### src/rtl/store_buffer.sv
// rtl/store_buffer.sv - store buffer with load forwarding between MEM stage and data memory
module store_buffer #(
  parameter int DM_ADDRESS = 9,
  parameter int DATA_W     = 32,
  parameter int DEPTH      = 4
) (
  input  logic                         clk,
  input  logic                         rst_n,
  input  logic                         st_valid,
  input  logic [DM_ADDRESS-1:0]        st_addr,
  input  logic [DATA_W-1:0]            st_data,
  input  logic [2:0]                   st_funct3,
  output logic                         st_ready,
  input  logic                         ld_valid,
  input  logic [DM_ADDRESS-1:0]        ld_addr,
  input  logic [2:0]                   ld_funct3,
  output logic                         ld_fwd_valid,
  output logic [DATA_W-1:0]            ld_fwd_data,
  output logic                         ld_stall,
  output logic                         mem_read,
  output logic                         mem_write,
  output logic [DM_ADDRESS-1:0]        mem_a,
  output logic [DATA_W-1:0]            mem_wd,
  output logic [2:0]                   mem_funct3,
  output logic [$clog2(DEPTH+1)-1:0]   sb_count,
  output logic                         sb_empty
);

  localparam int PW = $clog2(DEPTH);
  localparam int CW = $clog2(DEPTH+1);

  // Entry storage; validity is implied by the head/count window
  logic [DM_ADDRESS-1:0] addr_q [DEPTH];
  logic [DATA_W-1:0]     data_q [DEPTH];
  logic [2:0]            f3_q   [DEPTH];

  logic [PW-1:0] head_q, head_d;
  logic [PW-1:0] tail_q, tail_d;
  logic [CW-1:0] count_q, count_d;

  logic                  full, empty;
  logic                  hit;
  logic [DATA_W-1:0]     hit_data;
  logic [2:0]            hit_f3;
  logic [PW-1:0]         idx;
  logic [1:0]            st_size, ld_size;
  logic                  can_fwd, miss;
  logic                  drain, enq;

  assign full  = (count_q == CW'(DEPTH));
  assign empty = (count_q == '0);

  // Walk entries oldest to youngest so the youngest address match wins
  always_comb begin
    hit      = 1'b0;
    hit_data = '0;
    hit_f3   = '0;
    idx      = '0;
    for (int i = 0; i < DEPTH; i++) begin
      idx = head_q + PW'(i);
      if ((CW'(i) < count_q) && (addr_q[idx] == ld_addr)) begin
        hit      = 1'b1;
        hit_data = data_q[idx];
        hit_f3   = f3_q[idx];
      end
    end
  end

  // Access sizes: 0 byte, 1 half, 2 word; a store covers a load when it is at least as wide
  always_comb begin
    case (hit_f3)
      3'b000:  st_size = 2'd0;
      3'b001:  st_size = 2'd1;
      default: st_size = 2'd2;
    endcase
    case (ld_funct3[1:0])
      2'b00:   ld_size = 2'd0;
      2'b01:   ld_size = 2'd1;
      default: ld_size = 2'd2;
    endcase
  end

  assign can_fwd = hit && (st_size >= ld_size);
  assign miss    = !hit;

  // Single memory port: a missing load owns it unless the buffer is full, otherwise the head drains
  always_comb begin
    mem_read     = ld_valid && miss && !full;
    ld_stall     = ld_valid && ((miss && full) || (hit && !can_fwd));
    ld_fwd_valid = ld_valid && can_fwd;
    drain        = !empty && !mem_read;
    mem_write    = drain;
    mem_a        = '0;
    mem_wd       = '0;
    mem_funct3   = '0;
    if (mem_read) begin
      mem_a      = ld_addr;
      mem_funct3 = ld_funct3;
    end else if (drain) begin
      mem_a      = addr_q[head_q];
      mem_wd     = data_q[head_q];
      mem_funct3 = f3_q[head_q];
    end
  end

  // Format forwarded data; ld_funct3[2] selects zero extension for LBU/LHU
  always_comb begin
    ld_fwd_data = '0;
    if (ld_fwd_valid) begin
      case (ld_size)
        2'd0:    ld_fwd_data = ld_funct3[2] ? {{(DATA_W-8){1'b0}}, hit_data[7:0]}
                                            : {{(DATA_W-8){hit_data[7]}}, hit_data[7:0]};
        2'd1:    ld_fwd_data = ld_funct3[2] ? {{(DATA_W-16){1'b0}}, hit_data[15:0]}
                                            : {{(DATA_W-16){hit_data[15]}}, hit_data[15:0]};
        default: ld_fwd_data = hit_data;
      endcase
    end
  end

  assign st_ready = !full || drain;
  assign enq      = st_valid && st_ready;
  assign sb_count = count_q;
  assign sb_empty = empty;

  // Pointer and occupancy next state
  always_comb begin
    head_d  = drain ? head_q + PW'(1) : head_q;
    tail_d  = enq   ? tail_q + PW'(1) : tail_q;
    count_d = count_q;
    if (enq && !drain)      count_d = count_q + CW'(1);
    else if (!enq && drain) count_d = count_q - CW'(1);
  end

  // Pointer/count registers; reset discards every pending store
  always_ff @(posedge clk or negedge rst_n) begin
    if (!rst_n) begin
      head_q  <= '0;
      tail_q  <= '0;
      count_q <= '0;
    end else begin
      head_q  <= head_d;
      tail_q  <= tail_d;
      count_q <= count_d;
    end
  end

  // Entry payload written at the tail on accept
  always_ff @(posedge clk) begin
    if (enq) begin
      addr_q[tail_q] <= st_addr;
      data_q[tail_q] <= st_data;
      f3_q[tail_q]   <= st_funct3;
    end
  end

endmodule

### config.mk
export PLATFORM = sky130hd
export DESIGN_NAME = store_buffer
export DESIGN_NICKNAME = d
export VERILOG_FILES = /design/src/rtl/store_buffer.sv
export SDC_FILE = /design/constraint.sdc
export NUM_CORES = 1
export LEC_CHECK = 0
export ABC_AREA = 1
export CAP_MARGIN = 10
export CELL_PAD_IN_SITES_DETAIL_PLACEMENT = 0
export CELL_PAD_IN_SITES_GLOBAL_PLACEMENT = 1
export CORE_MARGIN = 10
export CORE_UTILIZATION = 29
export CTS_CLUSTER_DIAMETER = 50
export CTS_CLUSTER_SIZE = 28
export DETAILED_ROUTE_END_ITERATION = 7
export GPL_ROUTABILITY_DRIVEN = 0
export GPL_TIMING_DRIVEN = 0
export PLACE_DENSITY_LB_ADDON = 0.1
export SYNTH_ARGS = -nofsm -noshare
export SYNTH_HDL_FRONTEND = slang
export SYNTH_SLANG_ARGS = --single-unit
### constraint.sdc
create_clock -name clk -period 6.2 [get_ports clk]
set_input_delay 1.55 -clock clk [delete_from_list [all_inputs] [get_ports clk]]
set_output_delay 1.55 -clock clk [all_outputs]
set_load 0.05 [all_outputs]
== Yosys cells after proc, flatten, opt, wreduce, memory -nomap -nowiden ==
Memory sizes are Yosys's and may differ from the RTL's.
Cells that the tools add are included.

* Memories: 3
* Output and inout port bits: 85
* Input bits: 60
* Memory bits (writable): 176
* Register bits after elaboration: 7
* Logic and storage cells: 82

* Reduce and logical (&&, ||, !) cells: 29
* Order comparisons: 5
* Equal/unequal tests: 8
* Add/sub/neg operators: 6
* Muxes and demuxes: 28

{| class="wikitable"
|+ Memory list
! name !! words !! bits a word !! read ports !! clocked after Yosys merged registers in !! wr ports !! RTL line !! text
|-
| data_q || 4 || 32 || 4 || 0 || 1 || 34 || <nowiki>logic [DATA_W-1:0] data_q [DEPTH];</nowiki>
|-
| addr_q || 4 || 9 || 4 || 0 || 1 || 33 || <nowiki>logic [DM_ADDRESS-1:0] addr_q [DEPTH];</nowiki>
|-
| f3_q || 4 || 3 || 4 || 0 || 1 || 35 || <nowiki>logic [2:0] f3_q [DEPTH];</nowiki>
|}

{| class="wikitable"
|+ Operators by type and width
! operator !! number
|-
| $mux 32 || 9
|-
| $pmux 32 s2 || 1
|-
| $eq 9x9->1 || 4
|-
| $mux 3 || 8
|-
| $mux 9 || 2
|-
| $logic_and 1x1->1 || 15
|-
| $pmux 2 s2 || 2
|-
| $logic_not 1->1 || 7
|-
| $logic_not 3->1 || 2
|-
| $lt 1x3->1 const A || 2
|-
| $lt 2x3->1 const A || 2
|-
| $mux 1 || 6
|-
| $add 2x1->2 const B || 2
|-
| $add 2x2->2 const B || 2
|-
| $eq 2x1->1 const B || 2
|-
| $logic_not 2->1 || 2
|-
| $add 3x1->3 const B || 1
|-
| $eq 3x1->1 const B || 1
|-
| $eq 3x3->1 const B || 1
|-
| $sub 3x1->3 const B || 1
|-
| $ge 2x2->1 || 1
|-
| $logic_or 1x1->1 || 2
|-
| $reduce_bool 2->1 || 1
|}

== Longest topological paths before layout ==
Gate-level depths: netlist (run 1).
An unclocked memory read counts as a cell.

* Depth in word-level cells: 18
* Gate-level depth with buffers: 28
* Gate-level depth less buffers: 25

== Worst setup path after synthesis (run 1) ==
OpenSTA, ideal clock, no wires.

* Path kind: input-to-output
* From: in ld_addr[5]
* To: out ld_fwd_data[0]
* Stages: 20
* Path slack: 0.121 ns
* Required time: 4.650 ns
* Path buffers: 3
* Arrival time: 4.529 ns
* Cell sequence: clkbuf_1 -> nand3_1 -> nand2_1 -> nor2_1 -> nand3_2 -> inv_1 -> nand2_1 -> buf_6 -> clkbuf_1 -> o211ai_1 -> nand3_1 -> o21ai_0 -> nand3_1 -> ha_1 -> o21ai_0 -> nand2_1 -> nand3_2 -> clkinv_1 -> nand2_1 -> nor2_1

* Longest elaborated chain between the ends: 12
* Elaborated cells on any way between the ends: 30
* Those cells by class: 1 x order compare; 5 x eq/ne; 17 x mux; 7 x reduce/logical

{| class="wikitable"
|+ Ends and longest elaborated chain
! what !! RTL line !! text
|-
| start, declared || 15 || <nowiki>input logic [DM_ADDRESS-1:0] ld_addr,</nowiki>
|-
| $eq 9x9->1 || 61 || <nowiki>if ((CW'(i) < count_q) && (addr_q[idx] == ld_addr)) begin</nowiki>
|-
| $logic_and 1x1->1 || 61 ||
|-
| $mux 3 (4 in a row) || 61 ||
|-
| $eq 3x1->1 / $logic_not 3->1 (equally long branches) || 71 || <nowiki>case (hit_f3)</nowiki>
|-
| $pmux 2 s2 || 71 ||
|-
| $ge 2x2->1 || 83 || <nowiki>assign can_fwd = hit && (st_size >= ld_size);</nowiki>
|-
| $logic_and 1x1->1 (*) || 83 ||
|-
| $logic_and 1x1->1 (*) || 90 || <nowiki>ld_fwd_valid = ld_valid && can_fwd;</nowiki>
|-
| via ld_fwd_valid || 17 || <nowiki>output logic ld_fwd_valid,</nowiki>
|-
| $mux 32 (*) || 109 || <nowiki>if (ld_fwd_valid) begin</nowiki>
|-
| end, declared || 18 || <nowiki>output logic [DATA_W-1:0] ld_fwd_data,</nowiki>
|}

The timed path passes the listed nets; every way through them passes the cells marked *.

== Worst setup path in the final report (run 1) ==
* From: in ld_funct3[1]
* To: out ld_fwd_data[15]

* Longest elaborated chain between the ends: 6
* Elaborated cells on any way between the ends: 10
* Those cells by class: 1 x order compare; 2 x eq/ne; 3 x mux; 4 x reduce/logical

{| class="wikitable"
|+ Ends and longest elaborated chain
! what !! RTL line !! text
|-
| start, declared || 16 || <nowiki>input logic [2:0] ld_funct3,</nowiki>
|-
| $eq 2x1->1 / $logic_not 2->1 (equally long branches) || 76 || <nowiki>case (ld_funct3[1:0])</nowiki>
|-
| $pmux 2 s2 (*) || 76 ||
|-
| $ge 2x2->1 || 83 ||
|-
| $logic_and 1x1->1 || 83 ||
|-
| $logic_and 1x1->1 || 90 ||
|-
| $mux 32 (*) || 109 ||
|}

Mark *: on every way between the ends. The rest lies on a longest branch, timed or not.

==> impl_metrics.json, run 1 <==
{
  "critPathLaunch": "ld_funct3[1]",
  "crit_chain": "clkdlybuf4s50_1 -> clkinv_1 -> clkbuf_1 -> ha_1 -> o21ai_1 -> nand2_2 -> nand3_4 -> bufbuf_16 -> a21oi_4 -> buf_6",
  "drive_gt1_share_pct": 13.3,
  "synthDistinctLibCells": 42,
  "yosys_most_used_dff": "edfxtp_1",
  "grt_pass1_vias": 11900,
  "power_frac_comb_pct": 63.6,
  "crit_path_max_incr_delay_ns": 0.65,
  "clkPwrFrac_pct": 15.4,
  "via_count": 12400,
  "post-place-cells": 2455,
  "layout_common_cells": "nand2_1 (565), o21ai_0 (273), edfxtp_1 (176)",
  "fmax_mhz": 165,
  "hpwlAfterDp_mm": 39.2,
  "dieHeight_um": 228,
  "numCtsBuffers": 17,
  "end_kind": "primary output",
  "cp.arrival_ns": 4.52,
  "die_x_um": 228,
  "first_iter_violations": 1129,
  "r2r_end": "sb_count[2]",
  "final_nets": 1973,
  "clock-sinks": 183,
  "synth_area_per_cell_sq_um": 7.27,
  "outcome": "complete, no violations",
  "hold_violations": 0,
  "start_kind": "input pin",
  "wire_per_inst_um": 20.8,
  "required_ns": 4.65,
  "cts_root_buffer": "clkbuf_16",
  "maxCapViolations": 0,
  "ant_nets": 0,
  "diodes": 0,
  "htree_levels": 4,
  "antenna_found_initial": 1,
  "syn_to_final_growth_pct": 26.2,
  "fillCellCount": 4528,
  "drc_errors": 0,
  "regToRegStartpoint": "head_q[0]",
  "grt_pass1_wl_mm": 76.6,
  "die-area_sq_um": 51900,
  "multiInputGateArea_sq_um": 6070,
  "detail_route.wirelength_mm": 52.0,
  "grt_use_met1_pct": 26.1,
  "rsz0062_at_grt": "no",
  "powerDensity_nw_per_um2": 520,
  "vdd_drop_max_mv": 0.267,
  "relSlewSlack_pct": 42.2,
  "pin_count": 145,
  "layout.cells.non_filler": 2500,
  "r2r_cells": 19,
  "synth_edf_count": 176,
  "r2r_setup_slack_ns": 2.55,
  "start_util_pct": 29.2,
  "async_flop_share_pct": 3.83,
  "yosysSeqAreaShare_pct": 43.6,
  "vias_per_cell": 4.95,
  "grt_most_used_layer": "met2",
  "layout_worst_path_cycle_share_pct": 97.9,
  "hp-class": "flip-flop to flip-flop",
  "rows": 76,
  "power_frac_seq_pct": 21.0,
  "grt_start_max_net_pins": 30,
  "syn_area_sq_um": 12500,
  "layout.cells.most_common": "nand2_1",
  "synthCells": 1724,
  "cp_slowest_cell": "clkdlybuf4s50_1",
  "synth-seq-cells": 183,
  "final-seq-area_sq_um": 5460,
  "swShare_pct": 53.7,
  "worstMarginPinSlew_ns": 0.866,
  "overflow": 0,
  "period_needed_ns": 6.07,
  "met3_usage_pct": 3.54,
  "clk_pin_slew_ns": 0.07,
  "path_class": "input pin to primary output",
  "crit_fanout": 10,
  "clock_path_buffers": 2,
  "power_switching_mw": 4.42,
  "internal_power_mw": 3.81,
  "ys_warn_count": 0,
  "holdPathStages": 1,
  "critPathCapture": "ld_fwd_data[15]",
  "io_buffers": 141,
  "synth_nets": 1795,
  "grt.total_usage_pct": 19.6,
  "power_mw": 8.23,
  "setup_viol": 0,
  "cts_hold_buffers": 0,
  "cts_tree": "done",
  "dr.pass1.iters": 6,
  "drv_slew": 0,
  "use_met2_pct": 31.8,
  "insertion_delay_ns": 0.46,
  "fp.coreArea_sq_um": 42900,
  "skew_ns": 0.00843,
  "p_leak_nw": 6.54
}
[synth_stat cells (2+ instances only)]
cell / number / area share [%]
xor2_2: 2 / 0.26
nor2_2: 14 / 0.70
a211oi_1: 3 / 0.18
buf_2: 31 / 1.2
o21ai_1: 27 / 1.1
dfrtp_1: 7 / 1.4
clkinv_1: 3 / 0.090
o21ai_0: 275 / 11
clkbuf_1: 47 / 1.4
nand4_1: 7 / 0.35
edfxtp_1: 176 / 42
nor2_1: 143 / 4.3
nand3_2: 6 / 0.48
nand2_1: 569 / 17
buf_6: 11 / 0.99
nor2_4: 5 / 0.45
or2_2: 2 / 0.10
inv_2: 4 / 0.12
o211ai_1: 35 / 2.1
inv_1: 146 / 4.4
nand2_2: 21 / 1.0
nor3_1: 3 / 0.12
buf_4: 6 / 0.36
ha_1: 11 / 1.1
o22ai_1: 7 / 0.35
xor2_1: 6 / 0.42
nand3_1: 101 / 4.0
nand2_4: 2 / 0.18
a21oi_1: 30 / 1.2
o211ai_2: 2 / 0.20
buf_1: 11 / 0.33
[per-layer routing]
metal	up-vias	share of wire, %
met5	-	0
met4	0	1.9
met3	41	5.8
met2	391	46
met1	5893	46
li1	6054	-
[logic make-up (layout without fill, tap and decap cells)]
logic type,count (synthesis),count (layout),share of synthesized area [%]
AO/OA/AOI/OAI,382,382,16.3
XOR/XNOR,9,9,0.749
adder cells (fa/ha/maj),11,11,1.10
buffers and inverters,260,451,9.06
flip-flops,183,183,43.6
multiplexers,1,1,0.0799
other,1,1,0.0299
AND/OR/NAND/NOR,877,877,29.1
[layout make-up]
| class | instances | area share [%] |
|---|---|---|
| Multi-Input combinational cell | 1281 | 38.4 |
| Sequential cell | 183 | 34.5 |
| Timing Repair Buffer | 162 | 10.5 |
| Tap cell | 585 | 4.63 |
| Buffer | 104 | 4.02 |
| Inverter | 153 | 3.70 |
| Clock buffer | 19 | 2.74 |
| Clock inverter | 13 | 1.52 |
[metrics by stage]
step / area, sq um / setup WS, ns / TNS (ns) / util, % / hold WS, ns
2_1_floorplan: 12500 / 0.121 / 0 / - / 0.494
3_3_place_gp: 14700 / -1.85 / -67.59 / 34.2 / 0.529
3_5_place_dp: 14800 / -1.75 / -65.52 / 34.5 / 0.529
4_1_cts: 15700 / 0.00671 / 0 / 36.6 / 0.539
5_1_grt: 15800 / 0.00227 / 0 / 36.9 / 0.571
6_report: 15800 / 0.131 / 0 / 36.9 / 0.540
[worst max-delay path: cells and delay by family]
family / cells / cell delay [ns]
compound gates: 2 / 0.25
simple gates: 2 / 0.27
buf+inv: 5 / 2.02
fa+ha+maj: 1 / 0.40
[sequential cells by signal, summed over array words and instances, names as in the netlist]
signal / cells
data_q: 128
addr_q: 36
f3_q: 12
sb_count: 3
head_q: 2
tail_q: 2
[worst min-delay path by stage]
| stage | startpoint | to |
|---|---|---|
| floorplan | tail_q[0] | tail_q[0] |
| detailed placement | tail_q[0] | tail_q[0] |
| global placement | tail_q[0] | tail_q[0] |
| global route | tail_q[0] | tail_q[0] |
| CTS | tail_q[0] | tail_q[0] |
| finish | tail_q[0] | tail_q[0] |
[power by group through the flow]
stage | clock, mW | sequential, mW | combinational, mW
6_report | 1.27 | 1.73 | 5.23
5_1_grt | 1.34 | 1.76 | 5.70
4_1_cts | 1.29 | 1.73 | 5.22
3_5_place_dp | 0 | 1.76 | 5.19
3_3_place_gp | 0 | 1.78 | 5.13
2_1_floorplan | 0 | 1.76 | 3.28
[timing repair]
action / in CTS / in global routing
endpoints found under the hold margin: 0 / 0
resized for setup: 316 / 46
buffers inserted: 7 / 8
pin swaps: 7 / 10
cloned: 1 / 0
endpoints found under the setup margin: 80 / 43
Power figures use the tool's default switching activity.
==> inputs of run 2 (changes only) <==
- CORE_MARGIN: 10 -> default
==> run 2 against run 1 <==
Effect of this change: critical path depth grew 5; fmax up 0.36%; clock-buffer cell count decreased by 1; hold slack got worse by 0.0030 ns.
==> impl_metrics.json, run 2 (same netlist as run 1, synthesis figures left out) <==
{
  "maxCapViolations": 0,
  "clock_path_buffers": 2,
  "grt_pass1_wl_mm": 74.9,
  "die-area_sq_um": 44100,
  "insertion_delay_ns": 0.46,
  "fmax_mhz": 165,
  "period_needed_ns": 6.05,
  "first_iter_violations": 985,
  "grt_start_max_net_pins": 45,
  "cp_slowest_cell": "clkdlybuf4s50_1",
  "hp-class": "flip-flop to flip-flop",
  "cts_root_buffer": "clkbuf_16",
  "start_util_pct": 29.6,
  "path_class": "input pin to primary output",
  "fillCellCount": 4467,
  "whs_ns": 0.537,
  "end_kind": "primary output",
  "fp.coreArea_sq_um": 42300,
  "place_area_sq_um": 14700,
  "design_area_sq_um": 15500,
  "dp_worst_setup_slack_ns": -1.81,
  "detail_route.wirelength_mm": 51.1,
  "layout.cells.most_common": "nand2_1",
  "die_x_um": 210,
  "wire_per_inst_um": 20.6,
  "cp.arrival_ns": 4.50,
  "utilization_pct": 36.7,
  "clock-sinks": 183,
  "grt.total_usage_pct": 23.4,
  "setup_ws_ns": 0.153,
  "io_buffers": 141,
  "rsz0062_at_grt": "no",
  "dr.pass1.iters": 6,
  "skew_ns": 0.00698,
  "pin_count": 145,
  "htree_levels": 4,
  "p_leak_nw": 6.39,
  "worstMarginPinSlew_ns": 0.895,
  "vias_per_cell": 4.96,
  "fin_tns_setup_ns": 0,
  "required_ns": 4.65,
  "cts_tree": "done",
  "antenna_found_initial": 0,
  "powerDensity_nw_per_um2": 514,
  "numCtsBuffers": 17,
  "largest_reg_flops": 128,
  "final_nets": 1960,
  "hpwlAfterDp_mm": 37.3,
  "largest_registers": "data_q x128, addr_q x36, f3_q x12",
  "regMostFlops": "data_q",
  "crit_fanout": 10,
  "clk_pin_slew_ns": 0.07,
  "overflow": 0,
  "rows": 75,
  "crit_path_max_incr_delay_ns": 0.84,
  "drc_errors": 0,
  "cts_hold_buffers": 0,
  "via_count": 12300,
  "drive_gt1_share_pct": 12.5,
  "drv_slew": 0,
  "layout_worst_path_cycle_share_pct": 97.5,
  "crit_chain": "buf_2 -> inv_1 -> o211ai_1 -> nand2_1 -> nor2_1 -> nand3_2 -> nor2_4 -> nor2_1 -> nand3_2 -> inv_2 -> nand3_2 -> nand2_2 -> buf_2 -> nor2_1 -> clkdlybuf4s50_1",
  "hold_violations": 0,
  "start_kind": "input pin",
  "ant_nets": 0,
  "layout_common_cells": "nand2_1 (567), o21ai_0 (272), edfxtp_1 (176)",
  "relSlewSlack_pct": 40.3,
  "diodes": 0,
  "dieHeight_um": 210,
  "grt_pass1_vias": 11700,
  "syn_to_final_growth_pct": 23.9,
  "outcome": "complete, no violations",
  "vdd_drop_max_mv": 0.235,
  "setup_viol": 0
}
[run 2: cell count changes in the layout (fill, tap and decap cells not counted), sizes merged]
cell / change
buf: -14
bufbuf: -1
bufinv: -6
clkbuf: -1
clkdlybuf4s15: +1
clkdlybuf4s18: +1
clkdlybuf4s50: +2
clkinv: +3
clkinvlp: +1
dlygate4sd2: -1
dlymetal6s2s: -1
inv: +3
[run 2: path summary, 6_finish.rpt]
check | start | endpoint | slack, ns | cells past startpoint
max in group asynchronous | rst_n | head_q[0] | 4.58 | 1
hold / removal | tail_q[0] | tail_q[0] | 0.54 | 1
setup reg to reg | head_q[0] | sb_count[2] | 2.54 | 21
hold reg to reg | tail_q[0] | tail_q[0] | 0.54 | 1
setup / recovery | ld_addr[3] | mem_wd[21] | 0.15 | 15
min in group asynchronous | rst_n | tail_q[0] | 1.36 | 1
[run 2: per-layer routing]
layer / vias up / wire, um / track usage (%) / share of wire, %
met5: - / 0 / 0 / 0
met4: 0 / 986 / 6.22 / 1.9
met3: 49 / 2890 / 3.35 / 5.7
met2: 414 / 23700 / 38.1 / 46
met1: 5807 / 23500 / 32.3 / 46
li1: 6017 / - / - / -
[run 2: final cells by class]
cell class	instances	area [sq um]	area share [%]
Timing Repair Buffer	149	1510	9.71
Clock inverter	14	97.6	0.628
Buffer	104	646	4.16
Tap cell	577	722	4.65
Multi-Input combinational cell	1281	6080	39.2
Sequential cell	183	5460	35.2
Clock buffer	18	429	2.76
Inverter	153	586	3.77
[run 2: what timing repair did]
item | CTS | global route
resized for setup | 280 | 80
gates cloned | 0 | 1
buffers inserted | 3 | 1
setup endpoints to repair | 80 | 50
pin swaps | 4 | 6
[run 2: report_power, final]
part           switching [mW]  internal [mW]  total [mW]
combinational            3.81           1.41        5.22
clock                   0.520          0.515        1.04
sequential              0.106           1.62        1.73
[run 2: worst max-delay path: cells and delay by family]
kind                   cells  cell delay (ns)
buffers and inverters      5             1.47
AO/OA/AOI/OAI              1             0.16
AND/OR/NAND/NOR            9             1.31
[run 2: stage by stage]
step                instances  power [mW]
floorplan                1724        5.04
global placement         2442        6.90
detailed placement       2445        6.91
CTS                      2477        7.97
global route             2479        8.54
finish                   2479        7.98
